[config.mk]
export PLATFORM = sky130hd
export DESIGN_NAME = llr_frame_buffer_ctrl
export DESIGN_NICKNAME = d
export VERILOG_FILES = /design/src/rtl/llr_buf_pkg.sv /design/src/rtl/llr_skid_fifo2.sv /design/src/rtl/llr_frame_buffer_ctrl.sv
export SDC_FILE = /design/constraint.sdc
export NUM_CORES = 1
export LEC_CHECK = 0
export CORE_MARGIN = 4
export CORE_UTILIZATION = 35
export DETAILED_ROUTE_END_ITERATION = 8
export SLEW_MARGIN = 30
export SYNTH_ARGS = -nofsm -noshare
export SYNTH_HDL_FRONTEND = slang
export SYNTH_SLANG_ARGS = --single-unit
[constraint.sdc]
create_clock -name clk -period 4.8 [get_ports clk]
set_clock_uncertainty 0.05 [all_clocks]
set_input_delay 0.96 -clock clk [delete_from_list [all_inputs] [get_ports clk]]
set_output_delay 0.96 -clock clk [all_outputs]
set_load 0.005 [all_outputs]
[src/rtl/llr_buf_pkg.sv]
// Shared types and frame-length range checks for the LLR frame buffer controller.
package llr_buf_pkg;

  typedef enum logic [1:0] {
    IDLE  = 2'd0,
    LOAD  = 2'd1,
    DRAIN = 2'd2
  } state_e;

  // A frame must hold at least one word and fit in the RAM address space.
  localparam int MIN_FRAME_LEN = 1;

  function automatic int max_frame_len(input int addr_width);
    return 1 << addr_width;
  endfunction

  function automatic bit frame_len_ok(input int frame_len, input int addr_width);
    return (frame_len >= MIN_FRAME_LEN) && (frame_len <= max_frame_len(addr_width));
  endfunction

endpackage

[src/rtl/llr_skid_fifo2.sv]
// Two-entry output FIFO that absorbs RAM read data so the downstream stream
// can stall without losing a word already in flight.
module llr_skid_fifo2 #(
  parameter int WIDTH = 8
) (
  input  logic             clk,
  input  logic             rst,
  input  logic             push,
  input  logic [WIDTH-1:0] push_data,
  input  logic             pop,
  output logic [1:0]       count,
  output logic [WIDTH-1:0] head
);

  logic [WIDTH-1:0] mem_q [2];
  logic             wr_ptr_q;
  logic             rd_ptr_q;
  logic [1:0]       count_q;
  logic             pop_ok_d;
  logic             push_ok_d;

  // Pops on an empty FIFO and pushes into a full one (without a pop) are dropped.
  assign pop_ok_d  = pop && (count_q != 2'd0);
  assign push_ok_d = push && ((count_q != 2'd2) || pop_ok_d);

  // Pointer and occupancy bookkeeping; reset flushes the FIFO.
  always_ff @(posedge clk) begin
    if (rst) begin
      wr_ptr_q <= 1'b0;
      rd_ptr_q <= 1'b0;
      count_q  <= 2'd0;
    end else begin
      if (push_ok_d) wr_ptr_q <= ~wr_ptr_q;
      if (pop_ok_d)  rd_ptr_q <= ~rd_ptr_q;
      count_q <= count_q + 2'(push_ok_d) - 2'(pop_ok_d);
    end
  end

  // Storage is not reset: the count alone says which entries are meaningful.
  always_ff @(posedge clk) begin
    if (push_ok_d) mem_q[wr_ptr_q] <= push_data;
  end

  assign count = count_q;
  assign head  = mem_q[rd_ptr_q];

endmodule

[src/rtl/llr_frame_buffer_ctrl.sv]
// LLR frame buffer sequencer: loads one frame from an input stream into a
// single-port RAM, then drains it in address order as an output stream,
// hiding the one-cycle RAM read latency behind a 2-entry FIFO.
// Optional feature macro: FRAME_REPLAY_EN adds a replay input that
// re-streams the last loaded frame without reloading it.
module llr_frame_buffer_ctrl
  import llr_buf_pkg::*;
#(
  parameter int DATA_WIDTH = 8,
  parameter int ADDR_WIDTH = 8,
  parameter int FRAME_LEN  = 256
) (
  input  logic                  clk,
  input  logic                  rst,
  input  logic                  start,
`ifdef FRAME_REPLAY_EN
  input  logic                  replay,
`endif
  input  logic                  s_valid,
  output logic                  s_ready,
  input  logic [DATA_WIDTH-1:0] s_data,
  output logic                  m_valid,
  input  logic                  m_ready,
  output logic [DATA_WIDTH-1:0] m_data,
  output logic                  m_last,
  output logic                  busy,
  output logic                  frame_done,
  output logic                  ram_cs,
  output logic                  ram_we,
  output logic [ADDR_WIDTH-1:0] ram_addr,
  output logic [DATA_WIDTH-1:0] ram_wdata,
  input  logic [DATA_WIDTH-1:0] ram_rdata
);

  // One extra counter bit so a full-address-range frame length is representable.
  localparam int               CNT_W        = ADDR_WIDTH + 1;
  localparam bit               FRAME_LEN_OK = frame_len_ok(FRAME_LEN, ADDR_WIDTH);
  localparam logic [CNT_W-1:0] FLEN_C       = CNT_W'(FRAME_LEN);
  localparam logic [CNT_W-1:0] LAST_C       = CNT_W'(FRAME_LEN - 1);

  state_e           state_q;
  logic [CNT_W-1:0] wr_cnt_q;
  logic [CNT_W-1:0] rd_cnt_q;
  logic [CNT_W-1:0] out_cnt_q;
  logic             rd_pend_q;
  logic             frame_done_q;

  logic [1:0]            fifo_count;
  logic [DATA_WIDTH-1:0] fifo_head;

  logic       wr_fire_d;
  logic       rd_fire_d;
  logic       pop_d;
  logic       last_hs_d;
  logic [2:0] level_d;
  logic       replay_go_d;

`ifdef FRAME_REPLAY_EN
  logic loaded_q;

  assign replay_go_d = replay && loaded_q;

  // Remember that the RAM holds a complete frame; only a full load arms replay.
  always_ff @(posedge clk) begin
    if (rst) begin
      loaded_q <= 1'b0;
    end else if ((state_q == LOAD) && wr_fire_d && (wr_cnt_q == LAST_C)) begin
      loaded_q <= 1'b1;
    end
  end
`else
  assign replay_go_d = 1'b0;
`endif

  // Issue decisions. The FIFO slot freed by this cycle's pop counts as free,
  // which is what sustains one word per cycle with m_ready held high.
  always_comb begin
    wr_fire_d = (state_q == LOAD) && s_valid;
    pop_d     = (fifo_count != 2'd0) && m_ready;
    level_d   = 3'(fifo_count) + 3'(rd_pend_q) - 3'(pop_d);
    rd_fire_d = (state_q == DRAIN) && (rd_cnt_q < FLEN_C) && (level_d < 3'd2);
    last_hs_d = pop_d && (out_cnt_q == LAST_C);
  end

  // Main sequencer: state, address counters, read-in-flight flag and done pulse.
  always_ff @(posedge clk) begin
    if (rst) begin
      state_q      <= IDLE;
      wr_cnt_q     <= '0;
      rd_cnt_q     <= '0;
      out_cnt_q    <= '0;
      rd_pend_q    <= 1'b0;
      frame_done_q <= 1'b0;
    end else begin
      rd_pend_q    <= rd_fire_d;
      frame_done_q <= 1'b0;
      unique case (state_q)
        IDLE: begin
          if (replay_go_d) begin
            state_q   <= DRAIN;
            rd_cnt_q  <= '0;
            out_cnt_q <= '0;
          end else if (start && FRAME_LEN_OK) begin
            state_q  <= LOAD;
            wr_cnt_q <= '0;
          end
        end
        LOAD: begin
          if (wr_fire_d) begin
            wr_cnt_q <= wr_cnt_q + 1'b1;
            if (wr_cnt_q == LAST_C) begin
              state_q   <= DRAIN;
              rd_cnt_q  <= '0;
              out_cnt_q <= '0;
            end
          end
        end
        DRAIN: begin
          if (rd_fire_d) rd_cnt_q  <= rd_cnt_q + 1'b1;
          if (pop_d)     out_cnt_q <= out_cnt_q + 1'b1;
          if (last_hs_d) begin
            state_q      <= IDLE;
            frame_done_q <= 1'b1;
          end
        end
        default: state_q <= IDLE;
      endcase
    end
  end

  llr_skid_fifo2 #(
    .WIDTH(DATA_WIDTH)
  ) u_fifo (
    .clk       (clk),
    .rst       (rst),
    .push      (rd_pend_q),
    .push_data (ram_rdata),
    .pop       (pop_d),
    .count     (fifo_count),
    .head      (fifo_head)
  );

  assign s_ready    = (state_q == LOAD);
  assign busy       = (state_q != IDLE);
  assign m_valid    = (fifo_count != 2'd0);
  assign m_data     = fifo_head;
  assign m_last     = m_valid && (out_cnt_q == LAST_C);
  assign frame_done = frame_done_q;

  // RAM port: a write wins in LOAD, a read in DRAIN; otherwise deselect so
  // the RAM output keeps its last value.
  assign ram_cs    = wr_fire_d || rd_fire_d;
  assign ram_we    = wr_fire_d;
  assign ram_addr  = wr_fire_d ? wr_cnt_q[ADDR_WIDTH-1:0]
                   : (rd_fire_d ? rd_cnt_q[ADDR_WIDTH-1:0] : '0);
  assign ram_wdata = s_data;

endmodule

==> qor.yml, run 1 <==
power:
  p_per_area_nw_per_um2: 287
  swShare: 0.256
  power.internal_uw: 630
  leakage_uw: 0.00101
  pwr-share-seq: 0.559
  power_frac_clock: 0.314
  switching_power_uw: 216
  comb_power_share: 0.127
  vdd_drop_max_mv: 0.142
timing:
  fin_hold_ws_ns: 0.448
  max_slew_margin: 0.478
  finalMaxSlewViolations: 0
  period_needed_ns: 4.63
  rsz0062_at_grt: "no"
  finalCritPeriodShare: 0.965
  max_slew.worst_pin.slew_ns: 0.781
  hold_viol_final: 0
  setup_violations: 0
  max_freq_ghz: 0.216
  worst_slack_ns: 0.167
  setup_tns_ns: 0
final_layout:
  num-nets-final: 305
  regArea_um2: 1200
  fillCellCount: 696
  final_util: 0.431
  drive_above_1_share: 0.0939
  fin_cells: 373
  multiInputGateArea_um2: 1110
  antenna_cells: 0
  area_delta_synth_final_pct: 19.6
floorplan:
  pin_count: 52
  die_w_um: 91.9
  fp.coreArea_um2: 6830
  start_util: 0.360
  die-area_um2: 8440
  die_h_um: 91.9
  floorplan.rows: 30
place:
  gp_congestion: 0.760
  post-place-ws_ns: 0.0429
  dp_hpwl_um: 3590
  place_inst: 365
  port_buffers: 35
yosys:
  syn-num-nets: 278
  synth_top_cell_area_share: 0.293
  yosys.area.top_type: "dfxtp_1"
  netlist_area_um2: 2460
  synth_xor_area_frac: 0.0391
  ys.warnings.count: 0
  synth_ff_type: "dfxtp_1"
  synthTopCellsByArea: "dfxtp_1 29%, edfxtp_1 20%, nor2_1 4.3%, xnor2_1 3.9%, mux2_2 3.7%"
  synth.yosys.seq_area_share: 0.488
  ys_types: 43
  synthCells: 249
  synth_compound_area_frac: 0.119
  synth_top_family_by_area: "simple AND/OR/NAND/NOR gates"
  synthAdderAreaFrac: 0.0437
  synth_edf_count: 16
  syn-mean-instance-area_um2: 9.89
  ys_ff_latch: 52
  synth_mux_area_frac: 0.0528
  synth-simple-area-share: 0.195
  async_flop_share: 0
grt:
  grt_pass1_vias: 1795
  antenna_found_initial: 0
  busiest_layer: "met2"
  use_met1: 0.166
  grt_start_max_net_pins: 25
  grt-ovfl-total: 0
  grt_use_met3: 0.0336
  use_met2: 0.196
  grt_usage: 0.125
  grt_pass1_wl_um: 8620
cts:
  clk_path_buf_depth: 2
  cts_tree: "done"
  clk_latency_ns: 0.31
  numCtsBuffers: 5
  root_buffer: "clkbuf_8"
  clk_pin_slew_ns: 0.10
  clock-sinks: 52
  htreeDepth: 2
drt:
  wl_um: 5020
  drc: 0
  first_iter_violations: 78
  via_per_inst: 4.98
  vias: 1857
  drt_pass1_iterations: 4
  ant_nets: 0
  wire_per_inst_um: 13.5
critical_path:
  critical-path-slowest-cell: "clkdlybuf4s50_1"
  crit_required_ns: 3.79
  cpPeakStageDelay_ns: 0.50
  start_kind: "input port"
  worstPathMaxFanout: 9
  path_class: "input port to primary output"
  path_cells: "clkdlybuf4s50_1 -> o21ai_0 -> inv_1 -> ha_1 -> inv_1 -> nand2_1 -> fa_1 -> and4bb_2 -> and2_4 -> a22o_1 -> clkdlybuf4s50_1"
  cp_data_arrival_time_ns: 3.62
  critPathCaptureType: "primary output"
  r2r_slack_ns: 2.08
status:
  status: "complete, no violations"
run:
  maxCapViolCount: 0
worst_hold_path:
  hold_path.class: "flip-flop to flip-flop"
timing repair:
| item | in CTS | in global routing |
|---|---|---|
| buffers inserted | 0 | 0 |
| resized for setup | 0 | 2 |
| setup endpoints to repair | 0 | 8 |
| hold buffers | 0 | 0 |
power by group through the flow:
stage                     clock network (uW)  registers, uW  logic (uW)
after floorplan                            0            475        69.1
after global placement                     0            483         106
after detailed placement                   0            483         107
after CTS                                272            473         108
after global routing                     287            475         121
final                                    266            473         108
metal layers:
layer  wire length (um)  up-vias
met5                  0        -
met1               2490      866
met2               2220       45
met3                259        6
met4                 55        0
li1                   -      940
state kept, by name (all words and copies together) (netlist names), named ones only:
| register | cells |
|---|---|
| u_fifo.wr_ptr_q | 1 |
| u_fifo.rd_ptr_q | 1 |
| u_fifo.count | 2 |
| wr_cnt_q | 9 |
| out_cnt_q | 9 |
| frame_done | 1 |
| state_q | 2 |
| rd_cnt_q | 9 |
| u_fifo.mem_q | 16 |
| rd_pend_q | 1 |
cell usage after synthesis (all sizes together), types with 3 or more instances:
master  instances
dfxtp          36
nor2           28
a21oi          16
edfxtp         16
buf            13
nand3          13
nand2          11
xnor2          11
inv             9
o21ai           9
mux2            8
a22o            7
ha              7
clkbuf          6
nor2b           5
nor3            5
or3             5
and2            4
and3            4
mux2i           4
nand4           3
nor4            3
or2             3
per-stage QoR:
stage          total power, uW  instance area [um^2]
3_5_place_dp               590                  2840
5_1_grt                    883                  2950
2_1_floorplan              544                  2460
4_1_cts                    853                  2940
3_3_place_gp               589                  2840
6_report                   846                  2950
cells in the final DEF (no fill, tap or decap), types with 3 or more instances in the layout:
cell              n
nand3_1          13
nor4_1            3
mux2_2            8
inv_1             9
a22o_1            7
or3_1             5
clkbuf_8          5
nor2_1           28
clkdlybuf4s50_1  35
and2_1            3
xnor2_1          11
mux2i_1           4
dfxtp_1          36
nand2_1          11
nor2b_1           5
ha_1              7
nor3_1            5
a21oi_1          15
and3_1            4
o21ai_0           9
buf_4             4
edfxtp_1         16
nand4_1           3
logic make-up (layout without fill, tap and decap cells):
logic type / after synthesis / in the layout
fa+ha+maj: 8 / 8
flops: 52 / 52
buf+inv: 28 / 56
xor+xnor: 11 / 11
mux: 12 / 12
simple gates: 93 / 93
compound gates: 45 / 45
path summary, 6_finish.rpt:
kind                   start      endpoint  cells past startpoint
min reg2reg     out_cnt_q[7]  out_cnt_q[7]                      2
max                  m_ready   ram_addr[0]                     11
max reg2reg  u_fifo.count[1]   rd_cnt_q[5]                     10
min             out_cnt_q[7]  out_cnt_q[7]                      2
area by class of cell:
type	count	area share
sequential	52	0.408
multi-input combinational	169	0.378
timing repair buffer	39	0.129
tap	96	0.0408
clock buffer	5	0.0234
inverter	9	0.0115
clock inverter	3	0.00935
critical path, delay by kind of cell:
kind | cells | cell delay [ns]
buffers and inverters | 4 | 1.15
adder cells (fa/ha/maj) | 2 | 0.70
AND/OR/NAND/NOR | 3 | 0.52
AO/OA/AOI/OAI | 2 | 0.28
Power figures use the tool's default switching activity.
==> run 2: changes to the inputs <==
--- a/config.mk
+++ b/config.mk
@@ -5,6 +5,7 @@
 export SDC_FILE = /design/constraint.sdc
 export NUM_CORES = 1
 export LEC_CHECK = 0
+export CORE_ASPECT_RATIO = 0.9
 export CORE_MARGIN = 4
 export CORE_UTILIZATION = 35
 export DETAILED_ROUTE_END_ITERATION = 8
==> qor.yml, run 2 (synthesis gave the netlist of run 1 again) <==
place:
  port_buffers: 35
  dp_hpwl_um: 3590
  gp_congestion: 0.742
  post-place-ws_ns: 0.0773
final_layout:
  num-nets-final: 306
  final_common_cell: "dfxtp_1"
  antenna_cells: 0
  largest_reg_flops: 16
  final_cell_mix: "36 x dfxtp_1, 35 x clkdlybuf4s50_1, 28 x nor2_1"
  regMostFlops: "u_fifo.mem_q"
  area_delta_synth_final_pct: 19.4
  fillCellCount: 633
  drive_above_1_share: 0.0935
cts:
  post_cts_buffers: 0
  htreeDepth: 2
  clk_latency_ns: 0.31
  clk_pin_slew_ns: 0.10
  clock-sinks: 52
  numCtsBuffers: 5
  clk_path_buf_depth: 2
  root_buffer: "clkbuf_8"
  cts_tree: "done"
timing:
  period_needed_ns: 4.62
  finalMaxSlewViolations: 0
  worst_slack_ns: 0.175
  finalCritPeriodShare: 0.964
  max_slew_margin: 0.524
  rsz0062_at_grt: "no"
  setup_violations: 0
  hold_viol_final: 0
  max_slew.worst_pin.slew_ns: 0.713
  max_freq_ghz: 0.216
  setup_tns_ns: 0
critical_path:
  start_kind: "input port"
  r2r_slack_ns: 2.07
  cpPeakStageDelay_ns: 0.51
  path_class: "input port to primary output"
  cp_data_arrival_time_ns: 3.61
  worstPathMaxFanout: 9
  reg2reg_to: "rd_cnt_q[5]"
  worstReg2RegStart: "u_fifo.count[1]"
  critPathCaptureType: "primary output"
  worst-r2r-cell-count: 10
  path_cells: "clkdlybuf4s50_1 -> o21ai_0 -> inv_1 -> ha_1 -> inv_1 -> nand2_1 -> fa_1 -> and4bb_2 -> and2_4 -> a22o_1 -> clkdlybuf4s50_1"
  crit_required_ns: 3.79
  critical-path-slowest-cell: "clkdlybuf4s50_1"
worst_hold_path:
  min_path_cells: 2
  min_to: "rd_cnt_q[8]"
  holdCritStartpoint: "rd_cnt_q[8]"
  hold_path.class: "flip-flop to flip-flop"
grt:
  grt_start_max_net_pins: 25
  grt_usage: 0.127
  grt_pass1_vias: 1788
  grt_pass1_wl_um: 8470
  grt-ovfl-total: 0
  antenna_found_initial: 0
status:
  status: "complete, no violations"
drt:
  via_per_inst: 5.00
  first_iter_violations: 100
  drc: 0
  wire_per_inst_um: 13.8
  wl_um: 5070
  drt_pass1_iterations: 4
  ant_nets: 0
  vias: 1839
power:
  vdd_drop_max_mv: 0.134
  p_per_area_nw_per_um2: 289
  leakage_uw: 0.00102
floorplan:
  fp.coreArea_um2: 6690
  pin_count: 52
  die_h_um: 87.6
  start_util: 0.368
  floorplan.rows: 28
  die_w_um: 96.4
  die-area_um2: 8440
run:
  maxCapViolCount: 0
[run 2: cell types whose count changed in the layout (fill, tap and decap cells not counted)]
cell,change
a21oi_2,-1
buf_2,+1
clkinv_4,-1
a21oi_1,+1
inv_6,+2
clkinvlp_4,-1
[run 2: how the worst max path moves through the flow]
stage	startpoint	end	slack (ns)	cells past startpoint
detailed placement	m_ready	ram_addr[3]	0.08	11
finish	m_ready	ram_addr[2]	0.18	11
CTS	m_ready	ram_addr[3]	0.03	11
global placement	m_ready	ram_addr[2]	0.11	11
global route	m_ready	ram_addr[2]	0.008	11
floorplan	m_ready	ram_cs	0.79	11
[run 2: power breakdown]
group          internal (uW)  switching (uW)
Combinational           62.2            45.2
Sequential               460            12.3
Clock                    110             159
Total                    633             216
[run 2: layout make-up]
class | instances | area (um^2) | share of cell area
clock buffer | 5 | 68.8 | 0.0234
multi-input combinational | 169 | 1110 | 0.377
clock inverter | 3 | 28.8 | 0.00979
tap | 90 | 113 | 0.0383
sequential | 52 | 1200 | 0.409
inverter | 9 | 33.8 | 0.0115
timing repair buffer | 40 | 385 | 0.131
[run 2: per-stage QoR]
| step | power (uW) | util | hold slack (ns) | cell area (um^2) | instances |
|---|---|---|---|---|---|
| after detailed placement | 591 | 0.424 | 0.411 | 2840 | 359 |
| after global routing | 892 | 0.439 | 0.491 | 2940 | 368 |
| after floorplan | 544 | - | 0.382 | 2460 | 249 |
| final | 849 | 0.439 | 0.432 | 2940 | 368 |
| after CTS | 860 | 0.438 | 0.439 | 2930 | 367 |
| after global placement | 588 | 0.424 | 0.421 | 2840 | 359 |
[run 2: what timing repair did]
item / CTS / global route
hold buffers: 0 / 0
gates resized for setup: 0 / 2
setup endpoints to repair: 0 / 8
[run 2: routing by layer]
| layer | global-route usage | vias up | routed length (um) |
|---|---|---|---|
| met2 | 0.189 | 52 | 2150 |
| met5 | 0 | - | 0 |
| met4 | 0.0382 | 0 | 43 |
| li1 | - | 940 | - |
| met1 | 0.180 | 842 | 2540 |
| met3 | 0.0335 | 5 | 330 |
[run 2: critical path, delay by kind of cell]
family	cells	cell delay, ns
buffers and inverters	4	1.17
AND/OR/NAND/NOR	3	0.51
adder cells (fa/ha/maj)	2	0.70
AO/OA/AOI/OAI	2	0.27
